<file path="config.mk">
export PLATFORM = sky130hd
export DESIGN_NAME = seg_scan_ctrl
export DESIGN_NICKNAME = d
export VERILOG_FILES = /design/src/rtl/seg_scan_ctrl.sv
export SDC_FILE = /design/constraint.sdc
export NUM_CORES = 1
export LEC_CHECK = 0
export ABC_AREA = 1
export CAP_MARGIN = 15
export CORE_ASPECT_RATIO = 0.7
export CORE_MARGIN = 2
export CORE_UTILIZATION = 55
export DETAILED_ROUTE_END_ITERATION = 10
export PLACE_DENSITY = 0.78
export REMOVE_ABC_BUFFERS = 1
export SLEW_MARGIN = 30
export SYNTH_ARGS = -nofsm -noshare
export SYNTH_HDL_FRONTEND = slang
export SYNTH_SLANG_ARGS = --single-unit
</file>
<file path="constraint.sdc">
create_clock -name i_clk -period 2.1 [get_ports i_clk]
set_input_delay 0.42 -clock i_clk [delete_from_list [all_inputs] [get_ports i_clk]]
set_output_delay 0.42 -clock i_clk [all_outputs]
set_load 0.03 [all_outputs]
</file>
<file path="src/rtl/seg_scan_ctrl.sv">
// Time-multiplexed 7-segment scan controller with guard blanking and frame-synchronous double-buffered writes.
// Optional leading-zero blanking is enabled by defining SEG_SCAN_LZ_BLANK_EN.
module seg_scan_ctrl #(
   parameter int NUM_DIGITS   = 4,
   parameter int DWELL_CYCLES = 50000,
   parameter int GUARD_CYCLES = 16
) (
   input  logic                    i_clk,
   input  logic                    i_rstH,
   input  logic                    i_enable,
   input  logic                    i_wrEn,
   input  logic [4*NUM_DIGITS-1:0] i_wrData,
   output logic [3:0]              o_segNibble,
   output logic                    o_segBlank,
   output logic [NUM_DIGITS-1:0]   o_digitEnN,
   output logic                    o_frameDone,
   output logic                    o_pending,
   output logic                    o_dbgState
);

   localparam int MAX_CYC = (DWELL_CYCLES > GUARD_CYCLES) ? DWELL_CYCLES : GUARD_CYCLES;
   localparam int CW      = $clog2(MAX_CYC + 1);
   localparam int IW      = (NUM_DIGITS > 1) ? $clog2(NUM_DIGITS) : 1;
   localparam int WW      = 4 * NUM_DIGITS;

   localparam logic [CW-1:0] GUARD_LAST = CW'(GUARD_CYCLES - 1);
   localparam logic [CW-1:0] DWELL_LAST = CW'(DWELL_CYCLES - 1);
   localparam logic [IW-1:0] IDX_LAST   = IW'(NUM_DIGITS - 1);

   typedef enum logic {
      GUARD = 1'b0,
      SHOW  = 1'b1
   } state_t;

   state_t          state;
   logic [IW-1:0]   idx;
   logic [CW-1:0]   cnt;
   logic [WW-1:0]   display;
   logic [WW-1:0]   shadow;

   logic [3:0]            curNibble;
   logic [NUM_DIGITS-1:0] curOneHot;
   logic                  lzBlank;
   logic                  boundary;
   logic                  xfer;

   assign o_dbgState = (state == SHOW);

   always_comb begin
      curNibble = 4'h0;
      curOneHot = '0;
      for (int i = 0; i < NUM_DIGITS; i++) begin
         if (idx == IW'(i)) begin
            curNibble    = display[4*i +: 4];
            curOneHot[i] = 1'b1;
         end
      end
   end

`ifdef SEG_SCAN_LZ_BLANK_EN
   // Walk from the MS nibble down; a digit is blank when it and everything above it is zero.
   always_comb begin
      logic zeroAbove;
      zeroAbove = 1'b1;
      lzBlank   = 1'b0;
      for (int i = NUM_DIGITS - 1; i >= 0; i--) begin
         zeroAbove = zeroAbove & (display[4*i +: 4] == 4'h0);
         if ((idx == IW'(i)) && (i != 0))
            lzBlank = zeroAbove;
      end
   end
`else
   assign lzBlank = 1'b0;
`endif

   // Write interface: i_wrEn is a ready-less strobe; every cycle it is high is accepted into shadow.
   assign boundary = i_enable && (state == SHOW) && (cnt == DWELL_LAST) && (idx == IDX_LAST);
   assign xfer     = o_pending && (boundary || !i_enable);

   always_ff @(posedge i_clk) begin
      if (i_rstH) begin
         state       <= GUARD;
         idx         <= '0;
         cnt         <= '0;
         display     <= '0;
         shadow      <= '0;
         o_pending   <= 1'b0;
         o_digitEnN  <= '1;
         o_segBlank  <= 1'b1;
         o_segNibble <= 4'h0;
         o_frameDone <= 1'b0;
      end else begin
         if (i_wrEn)
            shadow <= i_wrData;
         if (xfer)
            display <= shadow;
         o_pending <= i_wrEn || (o_pending && !xfer);

         if (!i_enable) begin
            state       <= GUARD;
            idx         <= '0;
            cnt         <= '0;
            o_digitEnN  <= '1;
            o_segBlank  <= 1'b1;
            o_segNibble <= 4'h0;
            o_frameDone <= 1'b0;
         end else begin
            case (state)
               GUARD: begin
                  o_frameDone <= 1'b0;
                  if (cnt == GUARD_LAST) begin
                     state       <= SHOW;
                     cnt         <= '0;
                     o_digitEnN  <= ~curOneHot;
                     o_segNibble <= curNibble;
                     o_segBlank  <= lzBlank;
                  end else begin
                     cnt <= cnt + CW'(1);
                  end
               end
               SHOW: begin
                  o_frameDone <= 1'b0;
                  if (cnt == DWELL_LAST) begin
                     state       <= GUARD;
                     cnt         <= '0;
                     idx         <= (idx == IDX_LAST) ? '0 : idx + IW'(1);
                     o_digitEnN  <= '1;
                     o_segBlank  <= 1'b1;
                     o_segNibble <= 4'h0;
                     o_frameDone <= (idx == IDX_LAST);
                  end else begin
                     cnt <= cnt + CW'(1);
                  end
               end
               default: begin
                  state <= GUARD;
                  cnt   <= '0;
               end
            endcase
         end
      end
   end

endmodule

</file>
==> results of run 1 <==
==> cell usage in the layout (no fill, tap or decap), types with 4 or more instances in the layout <==
cell,count
a21oi_1,42
buf_4,7
clkbuf_8,9
clkdlybuf4s50_1,30
dfxtp_1,62
ha_1,5
inv_1,34
inv_2,4
nand2_1,56
nand3_1,37
nor2_1,52
nor3_1,4
o21ai_0,23
xor2_1,4
==> power breakdown <==
group / internal (mW) / switching [mW]
registers: 1.22 / 0.0186
logic: 0.0824 / 0.100
clock network: 0.671 / 0.493
==> per-layer routing <==
| layer | global-route usage, % | vias up | share of wire (%) |
|---|---|---|---|
| met5 | 0 | - | 0 |
| met4 | 8.33 | 0 | 1.3 |
| met3 | 11.5 | 10 | 8.0 |
| met2 | 32.6 | 69 | 40 |
| met1 | 35.1 | 1132 | 51 |
| li1 | - | 1272 | - |
==> registers in the layout (all words and copies together) (netlist names) <==
register and flops:
idx 2, o_digitEnN 4, cnt 16, o_segBlank 1, o_pending 1, o_segNibble 4, o_dbgState 1, o_frameDone 1
display 16, shadow 16
==> final timing paths <==
path | startpoint | to | slack (ns) | cells past startpoint
worst max-delay path | o_dbgState | o_dbgState | 0.11 | 1
worst min-delay path | cnt[0] | cnt[0] | 0.45 | 1
worst max register to register | cnt[0] | o_digitEnN[2] | 0.36 | 10
worst min register to register | cnt[0] | cnt[0] | 0.45 | 1
==> logic make-up (layout without fill, tap and decap cells) <==
family | Yosys count | in the layout | synth area share (%)
compound gates | 75 | 75 | 14.4
fa+ha+maj | 5 | 5 | 2.27
flops | 62 | 62 | 45.0
buf+inv | 51 | 91 | 7.84
simple gates | 166 | 166 | 28.3
xor+xnor | 7 | 7 | 2.22
==> final cells by class <==
| class | count | share of cell area [%] |
|---|---|---|
| well taps | 69 | 2.58 |
| inverters | 38 | 4.26 |
| clock buffers | 9 | 3.70 |
| multi-input cells | 253 | 38.9 |
| clock inverters | 7 | 2.92 |
| repair buffers | 37 | 10.5 |
| flip-flops and latches | 62 | 37.1 |
==> stage by stage <==
step | utilization (%) | setup slack, ns | power [mW] | hold slack (ns) | area (µm²)
2_1_floorplan | - | 0.231 | 1.37 | 0.413 | 2690
3_3_place_gp | 65.0 | 0.340 | 1.44 | 0.432 | 3130
3_5_place_dp | 65.0 | 0.287 | 1.45 | 0.437 | 3130
4_1_cts | 69.6 | 0.109 | 2.60 | 0.450 | 3350
5_1_grt | 69.6 | 0.0791 | 2.69 | 0.474 | 3350
6_report | 69.6 | 0.110 | 2.58 | 0.447 | 3350
==> results.toml, run 1 <==
[final_layout]
layout-drive-gt1-share_pct = 9.85
final_cell_count_no_fill = 475
multi_input_area_um2 = 1300
final.fill_count = 410
antennaDiodeCount = 0
area_delta_synth_final_pct = 21.3
final-seq-area_um2 = 1240
final_nets = 426

[die]
die_area_um2 = 5610
die_width_um = 88.7
core_region_area_um2 = 4810
placement_rows = 21
io_pins = 32
die_height_um = 63.3
initial_utilization_pct = 57.4

[global_route]
globalRouteOverflowTotal = 0
grt_max_degree = 34
grt_pass1_vias = 2252
grtUsageTotal_pct = 24.7
grt_pass1_wl_um = 10500
number_of_antenna_violations_at_the_first_check_in_global_routing = 0

[synth]
yosysMostFrequentCell = "dfxtp_1"
synth_seq_cells = 62
netlist-cell-type-count = 33
postSynth.asyncResetShare_pct = 0
netlist_area_um2 = 2760
syn_avg_cell_area_um2 = 7.54
ys_warn_count = 0
yosys-top-cells-area = "dfxtp_1 45%, a21oi_1 7.6%, nand2_1 7.6%"
synth_area_leader_cell = "dfxtp_1"
synth_top_cells_by_count = "62 x dfxtp_1, 56 x nand2_1, 52 x nor2_1"
postSynthCellCount = 366
number_of_synthesized_flops_with_an_enable_pin = 0
ys_dominant_reg_cell = "dfxtp_1"
synth_largest_type_area_fraction_pct = 45.0
synth_sequential_area_ratio_pct = 45.0

[timing]
setup_viol = 0
maxSlewHeadroom_pct = 72.9
layout_min_cycle_time_ns = 1.99
final-max-slew-violation-count = 0
rsz0062_at_grt = "false"
measured_slew_at_the_worst_slew_check_pin_ns = 0.403
max_freq_mhz = 503
fin_setup_tns_ns = 0
clock_skew_ns = 0.00452
final_min_period_over_clock_period_pct = 94.8
finalHoldViolCount = 0

[clock_tree]
cts_root_buf = "clkbuf_8"
clock_sinks = 62
postCtsSetupRepairBufs = 0
post_cts_hold_buffer_count = 0
clkTransAtPathRegs_ns = 0.07
cts_buffers = 9
cts_tree = "done"
cts_max_level = 3
clockBufferDepth = 2
worstSkewPairLatency_ns = 0.35
cts_repair_resize_count = 0

[critical_path]
cp_delay_by_family_top = "buffers and inverters"
setup.worst_path.end_class = "output port"
path_cells = "clkdlybuf4s50_1"
critical_path_arrival_ns = 1.57
cpPeakStageDelay_ns = 0.73
critical_path.slowest_cell = "clkdlybuf4s50_1"
start_kind = "flip-flop"
crit_required_ns = 1.68
cp.buffers_inverters = 1
critical_path_peak_fanout = 7
crit_type = "reg -> out"

[place]
globalplace.congestion = 0.922
dp_cells = 459
port-buffer-count = 31
place_hpwl_um = 4390

[power_and_ir_drop]
leakage_nw = 1.36
ir_drop_mv = 0.567
power_density_nw_per_um2 = 772

[routing]
dr.first_iter.drc_count = 201
route.detailed.vias_per_inst = 5.23
detailroute.via_count = 2483
wire_per_inst_um = 12.7
detail_route.first_pass.iterations = 5
detail-route-antenna-nets = 0
detail_route.wirelength_um = 6050
remaining_drc_errors = 0

[min_path]
worst_hold_path_type = "reg -> reg"

[job]
cap_viol_max_count = 0

[run_status]
outcome = "completed"
Power figures use the tool's default switching activity.
==> inputs of run 2 (changes only) <==
--- a/config.mk
+++ b/config.mk
@@ -11,6 +11,7 @@
 export CORE_MARGIN = 2
 export CORE_UTILIZATION = 55
 export DETAILED_ROUTE_END_ITERATION = 10
+export HOLD_SLACK_MARGIN = 0.12
 export PLACE_DENSITY = 0.78
 export REMOVE_ABC_BUFFERS = 1
 export SLEW_MARGIN = 30
==> results of run 2 <==
Same layout as run 1: the final DEF is identical, and so are final timing and power.
